==> src/rtl/cpu_player_pkg.sv <==
// Shared types and constants for the computer tug-of-war opponent.
package cpu_player_pkg;

  // Opponent controller states.
  typedef enum logic [1:0] {
    IDLE     = 2'd0,
    FIRE     = 2'd1,
    COOLDOWN = 2'd2
  } state_t;

  // Width of the pseudo-random decision register.
  localparam int LFSR_W = 10;

  // Width of the aggressiveness setting (probability = difficulty / 512).
  localparam int DIFF_W = 9;

  // Feedback taps for x^10 + x^7 + 1: register bits 9 and 6.
  localparam logic [LFSR_W-1:0] LFSR_TAPS = 10'b10_0100_0000;

endpackage

==> src/rtl/lfsr_gen.sv <==
// Fibonacci LFSR that shifts toward the MSB, advancing only when asked.
// An all-zero register can never escape on its own, so the next advance
// from zero reloads the seed.
module lfsr_gen
  import cpu_player_pkg::*;
#(
  parameter int               WIDTH = LFSR_W,
  parameter logic [WIDTH-1:0] SEED  = WIDTH'(10'h1A5)
) (
  input  logic             clk,
  input  logic             reset,
  input  logic             advance,
  output logic [WIDTH-1:0] value
);

  // A zero seed would lock the register up, so substitute 1.
  localparam logic [WIDTH-1:0] SEED_EFF = (SEED == '0) ? WIDTH'(1) : SEED;
  localparam logic [WIDTH-1:0] TAPS     = WIDTH'(LFSR_TAPS);

  logic [WIDTH-1:0] shift_q;

  // Shift register: reseed on reset or lock-up, otherwise step on advance.
  always_ff @(posedge clk) begin
    if (!reset) begin
      shift_q <= SEED_EFF;
    end else if (advance) begin
      if (shift_q == '0) begin
        shift_q <= SEED_EFF;
      end else begin
        shift_q <= {shift_q[WIDTH-2:0], ^(shift_q & TAPS)};
      end
    end
  end

  assign value = shift_q;

endmodule

==> src/rtl/cpu_player.sv <==
// Computer opponent: on every slow decision tick it compares a random number
// against the difficulty switches and, on a hit, emits a one-cycle pull pulse
// followed by a cooldown of whole ticks.
module cpu_player
  import cpu_player_pkg::*;
#(
  parameter int                TICK_PERIOD    = 1048576,
  parameter int                COOLDOWN_TICKS = 2,
  parameter logic [LFSR_W-1:0] SEED           = 10'h1A5
) (
  input  logic              clk,
  input  logic              reset,
  input  logic              enable,
  input  logic [DIFF_W-1:0] difficulty,
  output logic              pull,
  output logic              busy
);

  localparam int CNT_W = (TICK_PERIOD < 2) ? 1 : $clog2(TICK_PERIOD);
  localparam int CD_W  = (COOLDOWN_TICKS < 1) ? 1 : $clog2(COOLDOWN_TICKS + 1);

  localparam logic [CNT_W-1:0] CNT_LAST = CNT_W'(TICK_PERIOD - 1);

  logic [CNT_W-1:0]  prescale;
  logic [CD_W-1:0]   cd_cnt;
  logic [LFSR_W-1:0] rand_value;
  logic              tick;
  logic              fire;
  state_t            state;

  // The tick only exists while the opponent is active.
  assign tick = enable && (prescale == CNT_LAST);

  // The decision uses the value before this tick's advance.
  assign fire = (rand_value[DIFF_W-1:0] < difficulty);

  // Prescaler: free-runs while enabled, parked at zero otherwise.
  always_ff @(posedge clk) begin
    if (!reset || !enable) begin
      prescale <= '0;
    end else if (prescale == CNT_LAST) begin
      prescale <= '0;
    end else begin
      prescale <= prescale + CNT_W'(1);
    end
  end

  lfsr_gen #(
    .WIDTH (LFSR_W),
    .SEED  (SEED)
  ) u_lfsr (
    .clk     (clk),
    .reset   (reset),
    .advance (tick),
    .value   (rand_value)
  );

  // Controller: decide on ticks, pulse for one cycle, then sit out whole ticks.
  always_ff @(posedge clk) begin
    if (!reset || !enable) begin
      state  <= IDLE;
      pull   <= 1'b0;
      busy   <= 1'b0;
      cd_cnt <= '0;
    end else begin
      case (state)
        IDLE: begin
          if (tick && fire) begin
            state <= FIRE;
            pull  <= 1'b1;
            busy  <= 1'b1;
          end
        end
        FIRE: begin
          pull <= 1'b0;
          if (COOLDOWN_TICKS == 0) begin
            state <= IDLE;
            busy  <= 1'b0;
          end else begin
            state  <= COOLDOWN;
            busy   <= 1'b1;
            cd_cnt <= CD_W'(COOLDOWN_TICKS);
          end
        end
        COOLDOWN: begin
          if (tick) begin
            if (cd_cnt == CD_W'(1)) begin
              state  <= IDLE;
              busy   <= 1'b0;
              cd_cnt <= '0;
            end else begin
              cd_cnt <= cd_cnt - CD_W'(1);
            end
          end
        end
        default: begin
          state  <= IDLE;
          pull   <= 1'b0;
          busy   <= 1'b0;
          cd_cnt <= '0;
        end
      endcase
    end
  end

endmodule

==> config.mk <==
export PLATFORM = sky130hd
export DESIGN_NAME = cpu_player
export DESIGN_NICKNAME = d
export VERILOG_FILES = /design/src/rtl/cpu_player_pkg.sv /design/src/rtl/lfsr_gen.sv /design/src/rtl/cpu_player.sv
export SDC_FILE = /design/constraint.sdc
export NUM_CORES = 1
export LEC_CHECK = 0
export BUFFER_PORTS_ARGS = -buffer_cell sky130_fd_sc_hd__buf_2
export CAP_MARGIN = 20
export CORE_MARGIN = 5
export CORE_UTILIZATION = 25
export DETAILED_ROUTE_END_ITERATION = 7
export PLACE_DENSITY = 0.46
export SLEW_MARGIN = 20
export SYNTH_ARGS = -nofsm -noshare
export SYNTH_HDL_FRONTEND = slang
export SYNTH_HIERARCHICAL = 1
export SYNTH_SLANG_ARGS = --single-unit
==> constraint.sdc <==
create_clock -name clk -period 2.15 [get_ports clk]
set_input_delay 0 -clock clk [delete_from_list [all_inputs] [get_ports clk]]
set_output_delay 0 -clock clk [all_outputs]
set_load 0.02 [all_outputs]
==> results of run 1 <==
## metrics by stage
stage          utilization (%)  power [W]  hold WS, ns  instances
2_1_floorplan                -   0.000711        0.183        201
3_3_place_gp              28.0   0.000733        0.387        311
3_5_place_dp              28.0   0.000732        0.366        311
4_1_cts                   29.3    0.00123       0.0541        319
5_1_grt                   29.3    0.00127       0.0770        319
6_report                  29.3    0.00121       0.0670        319
## area by class of cell
| type | count | area share [%] |
|---|---|---|
| clock buffers | 6 | 3.91 |
| clock inverters | 2 | 0.473 |
| inverters | 13 | 2.31 |
| multi-input cells | 146 | 48.9 |
| flip-flops and latches | 36 | 34.1 |
| well taps | 99 | 5.86 |
| repair buffers | 17 | 4.50 |
## metal layers
layer  global-route usage [%]  routed length [um]
met1                     10.9                1780
met4                     4.27                  76
met5                        0                   0
met3                     2.45                 123
met2                     12.8                1500
## cells in the final DEF (no fill, tap or decap), drive strengths merged
cell type / n
xor2: 9
and3: 5
nor2: 24
and3b: 4
ha: 13
nand3: 7
and2: 4
or3: 2
nor2b: 5
a31oi: 1
a211oi: 2
o21ai: 5
and4: 8
a22oi: 4
clkinv: 2
nor3b: 1
nor4: 2
xnor2: 8
a21o: 2
o21a: 1
nand2b: 1
mux2i: 6
inv: 13
a41oi: 1
clkbuf: 6
a21oi: 9
nand2: 16
o221a: 1
buf: 17
nand4: 2
or3b: 1
o211a: 1
dfxtp: 36
nor4b: 1
## flip-flops by register name, indices dropped and copies added, names as in the netlist
signal        flops
busy              1
cd_cnt            2
prescale         20
pull              1
state             2
u_lfsr/value     10
## final timing paths
path                                   from         to  slack [ns]  depth (start not counted)
worst min register to register    cd_cnt[1]  cd_cnt[1]        0.46                          2
worst max-delay path            prescale[0]   state[1]        0.24                          7
worst max register to register  prescale[0]   state[1]        0.24                          7
worst min-delay path                 enable  cd_cnt[1]        0.07                          3
## worst max-delay path: cells and delay by family (launching register included)
family / cells / cell delay, ns
fa+ha+maj: 1 / 0.21
simple gates: 3 / 0.57
mux: 1 / 0.18
compound gates: 2 / 0.51
flops: 1 / 0.37
## kinds of logic after synthesis
logic type	Yosys count	share of synthesized area, %
mux	6	3.27
xor+xnor	17	8.11
compound gates	27	10.1
buf+inv	19	4.43
simple gates	83	26.0
fa+ha+maj	13	8.86
flops	36	39.3
## report_power, final
group | total (W) | switching [W] | internal, W
registers | 0.000670 | 0.00000169 | 0.000668
clock network | 0.000495 | 0.000240 | 0.000256
logic | 0.0000451 | 0.0000256 | 0.0000195
==> impl_metrics.tcl, run 1 <==
set metrics [dict create \
    cts_tree "built" \
    p_per_area_nw_per_um2 572 \
    synth_edf_count 0 \
    pre_cts_slack_ns 0.229 \
    status "complete, no violations" \
    cp_max_fo 4 \
    setup_ws_ns 0.238 \
    fin_setup_tns_ns 0 \
    crit_required_ns 2.37 \
    htreeDepth 2 \
    yosysTopAreaCell "dfxtp_1" \
    rsz0062_at_grt "false" \
    antenna_found_initial 0 \
    slew_viol_final 0 \
    slowest_stage "dfxtp_1" \
    synth_cell_types 39 \
    path_cells "ha_1 > and4_1 > and2_1 > nand4_1 > a211oi_1 > o21a_1 > mux2i_1" \
    yosysWarnings 6 \
    io_pins 14 \
    num_rows 31 \
    clkTransAtPathRegs_ns 0.07 \
    synth_top_area_share_pct 39.3 \
    finalClockSkew_ns 0.00780 \
    area_delta_synth_final_pct 15.2 \
    clk_latency_ns 0.29 \
    dieArea_um2 9160 \
    min_path_type "in2reg" \
    dpl_cell_area_um2 2020 \
    die_w_um 95.7 \
    ys_ff_latch 36 \
    ant_nets 0 \
    critical_path_class "reg2reg" \
    hold_viol 0 \
    tightest_slew_ns 0.306 \
    netlist_area_um2 1840 \
    finalCritPeriodShare_pct 88.9 \
    critPathArrivalTime_ns 2.13 \
    cts_resized 0 \
    track_usage_pct 8.45 \
    synth_area_leaders "dfxtp_1 39%, ha_1 8.9%, nor2_1 4.9%" \
    numCtsBuffers 5 \
    coreArea_um2 7210 \
    drtPass1Iterations 4 \
    multiInputGateArea_um2 1030 \
    yosysMostFrequentCell "dfxtp_1" \
    worst_ir_drop_vdd_v 0.000170 \
    regArea_um2 721 \
    root_buffer "clkbuf_8" \
    wl_um 3480 \
    leakage_nw 0.829 \
    syn_nets 226 \
    numPortBuffers 13 \
    cts_sinks 36 \
    drt-initial-drc-count 52 \
    post_cts.repair.setup_buffers 0 \
    wire_per_inst_um 10.9 \
    fill_cells 791 \
    gr-total-overflow 0 \
    maxSlewHeadroom_pct 79.4 \
    insertedDiodeCount 0 \
    max_stage_delay_ns 0.37 \
    nets 244 \
    design_area_um2 2110 \
    final.min_clock_period_ns 1.91 \
    grt_max_degree 18 \
    clock_path_buffers 2 \
    grt_pass1_wl_um 5960 \
    synth_common_cells "36 x dfxtp_1, 24 x nor2_1, 16 x nand2_1, 13 x ha_1, 13 x inv_1" \
    grt_pass1_vias 1284 \
    synth_ff_type "dfxtp_1" \
    netlist_instances 201 \
    drc 0 \
    ctsHoldBuffers 0 \
    async_flop_share_pct 0 \
    synth_seq_area_share_pct 39.3 \
    drive_above_1_share_pct 15.0 \
    dp_hpwl_um 2600 \
    cp-start-kind "register" \
    final-setup-viol-count 0 \
    die-height_um 95.7 \
    cap_violations 0 \
    routabilityCongestion 0.741 \
    avgSynthCellArea_um2 9.13 \
    fmax_mhz 523 \
    num_vias 1376 \
    end_kind "register" \
    vias_per_cell 4.31 \
    start_util_pct 25.4 \
]
Power figures use the tool's default switching activity.
==> run 2: changes to the inputs <==
--- a/config.mk
+++ b/config.mk
@@ -8,11 +8,10 @@
 export BUFFER_PORTS_ARGS = -buffer_cell sky130_fd_sc_hd__buf_2
 export CAP_MARGIN = 20
 export CORE_MARGIN = 5
-export CORE_UTILIZATION = 25
+export CORE_UTILIZATION = 59
 export DETAILED_ROUTE_END_ITERATION = 7
-export PLACE_DENSITY = 0.46
+export PLACE_DENSITY = 0.85
 export SLEW_MARGIN = 20
 export SYNTH_ARGS = -nofsm -noshare
 export SYNTH_HDL_FRONTEND = slang
-export SYNTH_HIERARCHICAL = 1
 export SYNTH_SLANG_ARGS = --single-unit
==> run 2 against run 1 <==
Against the previous run:
- global-route usage increased by 10 points
- combinational power up 5.3%
- register-to-register slack worse by 0.09 ns
==> impl_metrics.tcl, run 2 <==
set metrics [dict create \
    critPathArrivalTime_ns 2.28 \
    cp-start-kind "register" \
    critical_path_class "reg2reg" \
    dp_hpwl_um 2570 \
    netlist_instances 212 \
    syn_nets 237 \
    largest-register "prescale" \
    synth_top_area_share_pct 39.6 \
    reg2reg_slack_ns 0.15 \
    cp_max_fo 5 \
    ant_nets 0 \
    final_common_cell "dfxtp_1" \
    post_cts.repair.setup_buffers 0 \
    hold_start "difficulty[0]" \
    start_util_pct 60.7 \
    end_kind "register" \
    vias_per_cell 5.52 \
    area_delta_synth_final_pct 10.4 \
    reg2regPathDepth 6 \
    leakage_nw 0.818 \
    synth_ff_type "dfxtp_1" \
    dpl_cell_area_um2 1930 \
    nets 258 \
    crit_required_ns 2.43 \
    numCtsBuffers 5 \
    whs_ns 0.315 \
    finalCritPeriodShare_pct 93.2 \
    antenna_found_initial 0 \
    yosysMostFrequentCell "dfxtp_1" \
    synth_seq_area_share_pct 39.6 \
    p_per_area_nw_per_um2 529 \
    grt_max_degree 18 \
    wire_per_inst_um 13.3 \
    design_power_total_w 0.00106 \
    cap_violations 0 \
    dieArea_um2 4300 \
    min_path_type "in2reg" \
    maxSlewHeadroom_pct 75.0 \
    cp_top_family "compound AO/OA/AOI/OAI gates" \
    wl_um 3540 \
    gr-total-overflow 0 \
    path_buf_inv 0 \
    insertedDiodeCount 0 \
    finalClockSkew_ns 0.00374 \
    grt_pass1_wl_um 6150 \
    coreArea_um2 3000 \
    ys_ff_latch 36 \
    rr_startpoint "prescale[0]" \
    yosysTopAreaCell "dfxtp_1" \
    synth_cell_types 34 \
    numPortBuffers 13 \
    drive_above_1_share_pct 14.6 \
    yosysWarnings 0 \
    cts_sinks 36 \
    cts_tree "built" \
    final_cell_mix "34 x dfxtp_1, 31 x nor2_1, 25 x nand2_1" \
    die_w_um 65.6 \
    root_buffer "clkbuf_4" \
    grt_pass1_vias 1448 \
    largest_register_ffs 20 \
    netlist_area_um2 1820 \
    clkTransAtPathRegs_ns 0.11 \
    async_flop_share_pct 0 \
    clock_path_buffers 2 \
    slew_viol_final 0 \
    fin_util_pct 67.0 \
    io_pins 14 \
    synth_area_leaders "dfxtp_1 40%, ha_1 8.9%, nor2_1 6.4%" \
    worst_ir_drop_vdd_v 0.000487 \
    tightest_slew_ns 0.371 \
    htreeDepth 2 \
    fmax_mhz 499 \
    drtPass1Iterations 4 \
    routabilityCongestion 0.852 \
    avgSynthCellArea_um2 8.59 \
    crit_start "prescale[0]" \
    path_cells "ha_2 > nand4_1 > nor3_4 > o2111ai_1 > a211oi_2 > mux2i_1" \
    holdPathStages 5 \
    clk_latency_ns 0.35 \
    num_rows 20 \
    die-height_um 65.6 \
    synth_edf_count 0 \
    design_area_um2 2010 \
    max_stage_delay_ns 0.37 \
    hold_viol 0 \
    num_vias 1467 \
    drt-initial-drc-count 103 \
    cp.depth 6 \
    final-setup-viol-count 0 \
    synth_common_cells "36 x dfxtp_1, 31 x nor2_1, 25 x nand2_1, 15 x inv_1, 13 x ha_1" \
    track_usage_pct 18.5 \
    final.min_clock_period_ns 2.00 \
    drc 0 \
    status "complete, no violations" \
    slowest_stage "dfxtp_2" \
]
## run 2: cell types whose count changed in the layout (fill, tap and decap cells not counted), moves of 4 or more
cell      previous run  this run
nand2_1             16        25
nor2_1              24        31
clkbuf_8             6         0
a21boi_0             0         5
and4_1               7         2
clkbuf_4             0         5
mux2i_1              6         1
nor2b_1              5         0
o21ai_0              4         9
a22oi_1              4         0
nor4_1               0         4
## run 2: layout make-up
type,instances,area (um2)
fill,253,991
timing repair buffer,18,108
tap,33,41.3
sequential,36,723
clock buffer,6,41.3
inverter,15,56.3
clock inverter,1,5.00
multi-input combinational,157,1040
## run 2: timing repair
| item | CTS | global route |
|---|---|---|
| endpoints found under the setup margin | 0 | 14 |
| gates resized for setup | 0 | 5 |
| endpoints found under the hold margin | 13 | 0 |
| hold buffers | 2 | 0 |
## run 2: worst paths after layout
check / end
worst min-delay path: state[1]
worst min register to register: prescale[0]
worst max register to register: state[1]
worst max-delay path: state[1]
## run 2: layer usage
metal | share of wire [%] | GRT usage, % | up-vias | routed length, um
li1 | - | - | 768 | -
met1 | 49 | 23.0 | 666 | 1750
met2 | 45 | 28.8 | 26 | 1590
met3 | 4.3 | 6.32 | 7 | 151
met4 | 1.7 | 8.29 | 0 | 61
met5 | 0 | 0 | - | 0
## run 2: cell families (layout without fill, tap and decap cells)
kind of cell | Yosys count | in the layout | synth area share, %
and+or+nand+nor | 92 | 92 | 25.7
adders and majority gates | 13 | 13 | 8.93
muxes | 1 | 1 | 0.549
xor gates and xnor gates | 18 | 18 | 8.65
buffers and inverters | 19 | 40 | 4.05
AOI/OAI and AO/OA | 33 | 33 | 12.6
DFF | 36 | 36 | 39.6
## run 2: through the flow
| step | setup TNS (ns) | worst slack, ns | instances |
|---|---|---|---|
| global route | -0.0122 | -0.0105 | 266 |
| finish | 0 | 0.147 | 266 |
| floorplan | 0 | 0.299 | 212 |
| global placement | 0 | 0.219 | 257 |
| detailed placement | 0 | 0.0913 | 257 |
| CTS | 0 | 0.0751 | 266 |
## run 2: worst reg2reg max path, stage by stage (launching register included)
cell and delay [ns]:
dfxtp_2 0.37, ha_2 0.20, nand4_1 0.22, nor3_4 0.35, o2111ai_1 0.21, a211oi_2 0.37
mux2i_1 0.22
## run 2: power breakdown
part	switching, W	internal (W)	leakage (nW)
Combinational	0.0000258	0.0000217	0.499
Sequential	0.00000193	0.000669	0.291
Clock	0.000225	0.000120	0.0281
Total	0.000253	0.000811	0.818
==> run 3: changes to the inputs <==
--- a/config.mk
+++ b/config.mk
@@ -10,7 +10,7 @@
 export CORE_MARGIN = 5
 export CORE_UTILIZATION = 59
 export DETAILED_ROUTE_END_ITERATION = 7
-export PLACE_DENSITY = 0.85
+export PLACE_DENSITY = 0.77
 export SLEW_MARGIN = 20
 export SYNTH_ARGS = -nofsm -noshare
 export SYNTH_HDL_FRONTEND = slang
==> constraint.sdc (replaced) <==
create_clock -name clk -period 2.2 [get_ports clk]
set_input_delay 0 -clock clk [delete_from_list [all_inputs] [get_ports clk]]
set_output_delay 0 -clock clk [all_outputs]
set_load 0.02 [all_outputs]
==> run 3 against run 2 <==
Against the previous run:
- combinational power fell by 3%
- design area is 1.1% higher
- first-iteration DRC count fell by 55%
- clock power grew 5%
- maximum frequency is 2.9% lower
- sequential share of layout area fell by 0.46 points
- critical path depth unchanged
- global-route usage is 1.4 points higher
- die area unchanged
- largest cell class unchanged
==> impl_metrics.tcl, run 3 (same netlist as run 2, synthesis figures left out) <==
set metrics [dict create \
    status "complete, no violations" \
    gr-total-overflow 0 \
    slowest_stage "or4b_1" \
    crit_required_ns 2.49 \
    clkTransAtPathRegs_ns 0.10 \
    final_common_cell "dfxtp_1" \
    maxSlewHeadroom_pct 74.3 \
    critical_path_class "reg2reg" \
    fill_cells 252 \
    tightest_slew_ns 0.383 \
    final-setup-viol-count 0 \
    grt_pass1_wl_um 6670 \
    leakage_nw 0.830 \
    routabilityCongestion 0.779 \
    num_rows 20 \
    finalClockSkew_ns 0.00816 \
    dp_cells 257 \
    fin_cells 268 \
    slew_viol_final 0 \
    largest-register "prescale" \
    worst_ir_drop_vdd_v 0.000316 \
    design_power_total_w 0.00107 \
    ant_nets 0 \
    area_delta_synth_final_pct 11.7 \
    cp-start-kind "register" \
    max_stage_delay_ns 0.53 \
    drtPass1Iterations 4 \
    fmax_mhz 485 \
    dp_hpwl_um 2820 \
    numCtsBuffers 5 \
    holdPathStages 5 \
    setup_ws_ns 0.137 \
    cp_top_family "simple AND/OR/NAND/NOR gates" \
    finalCritPeriodShare_pct 93.8 \
    final.min_clock_period_ns 2.06 \
    cap_violations 0 \
    cp.depth 6 \
    path_buf_inv 0 \
    reg2regPathDepth 6 \
    vias_per_cell 5.68 \
    rsz0062_at_grt "false" \
    drive_above_1_share_pct 14.5 \
    grt_pass1_vias 1583 \
    min_path_type "in2reg" \
    antenna_found_initial 0 \
    start_util_pct 60.7 \
    fin_setup_tns_ns 0 \
    die_w_um 65.6 \
    cts_sinks 36 \
    clk_latency_ns 0.34 \
    die-height_um 65.6 \
    wire_per_inst_um 13.9 \
    clock_path_buffers 2 \
    insertedDiodeCount 0 \
    wl_um 3730 \
    pre_cts_slack_ns 0.0973 \
    dieArea_um2 4300 \
    drc 0 \
    hold_viol 0 \
    coreArea_um2 3000 \
    nets 259 \
    numPortBuffers 13 \
    critPathArrivalTime_ns 2.35 \
    largest_register_ffs 20 \
    cp_max_fo 5 \
    whs_ns 0.324 \
    end_kind "register" \
    grt_max_degree 16 \
    io_pins 14 \
    root_buffer "clkbuf_4" \
    path_cells "ha_1 > nand4_1 > nor3_4 > a21oi_2 > or4b_1 > a21oi_1" \
    htreeDepth 2 \
    p_per_area_nw_per_um2 524 \
    num_vias 1521 \
    track_usage_pct 20.0 \
    drt-initial-drc-count 46 \
    final_cell_mix "35 x dfxtp_1, 31 x nor2_1, 25 x nand2_1" \
    cts_tree "built" \
]
## run 3: path summary, 6_finish.rpt
path                      start           to  slack [ns]
setup / recovery    prescale[1]    cd_cnt[1]        0.14
setup reg to reg    prescale[1]    cd_cnt[1]        0.14
hold reg to reg     prescale[0]  prescale[0]        0.45
hold / removal    difficulty[0]     state[1]        0.32
## run 3: final cells by class
cell class	count	area, um2	area share [%]
clock buffer	8	58.8	2.89
inverter	15	56.3	2.77
multi-input combinational	157	1040	51.2
sequential	36	722	35.5
tap	33	41.3	2.03
timing repair buffer	19	115	5.66
## run 3: per-stage QoR
stage	utilization (%)	instance area (um2)
global route	67.8	2030
detailed placement	64.4	1930
CTS	67.0	2010
global placement	64.4	1930
finish	67.8	2030
floorplan	-	1820
## run 3: layer usage
| layer | routed length [um] | vias up | track usage, % | part of all wire (%) |
|---|---|---|---|---|
| met5 | 0 | - | 0 | 0 |
| met2 | 1870 | 33 | 36.2 | 50 |
| li1 | - | 778 | - | - |
| met3 | 159 | 11 | 4.62 | 4.3 |
| met4 | 103 | 0 | 10.1 | 2.8 |
| met1 | 1600 | 699 | 21.4 | 43 |
## run 3: what timing repair did
item / CTS / global route
gates resized for setup: 0 / 4
endpoints found under the setup margin: 0 / 16
setup buffers: 0 / 1
hold buffers: 2 / 0
hold endpoints to repair: 13 / 0
## run 3: worst reg2reg max path, cell delays in order (launching register included)
cell     delay (ns)
dfxtp_1        0.37
ha_1           0.21
nand4_1        0.26
nor3_4         0.38
a21oi_2        0.12
or4b_1         0.53
a21oi_1        0.15
## run 3: where the power goes
part	total (W)	switching [W]	internal, W	leakage [nW]
combinational	0.0000463	0.0000251	0.0000212	0.507
sequential	0.000655	0.00000172	0.000653	0.291
clock	0.000365	0.000208	0.000158	0.0326
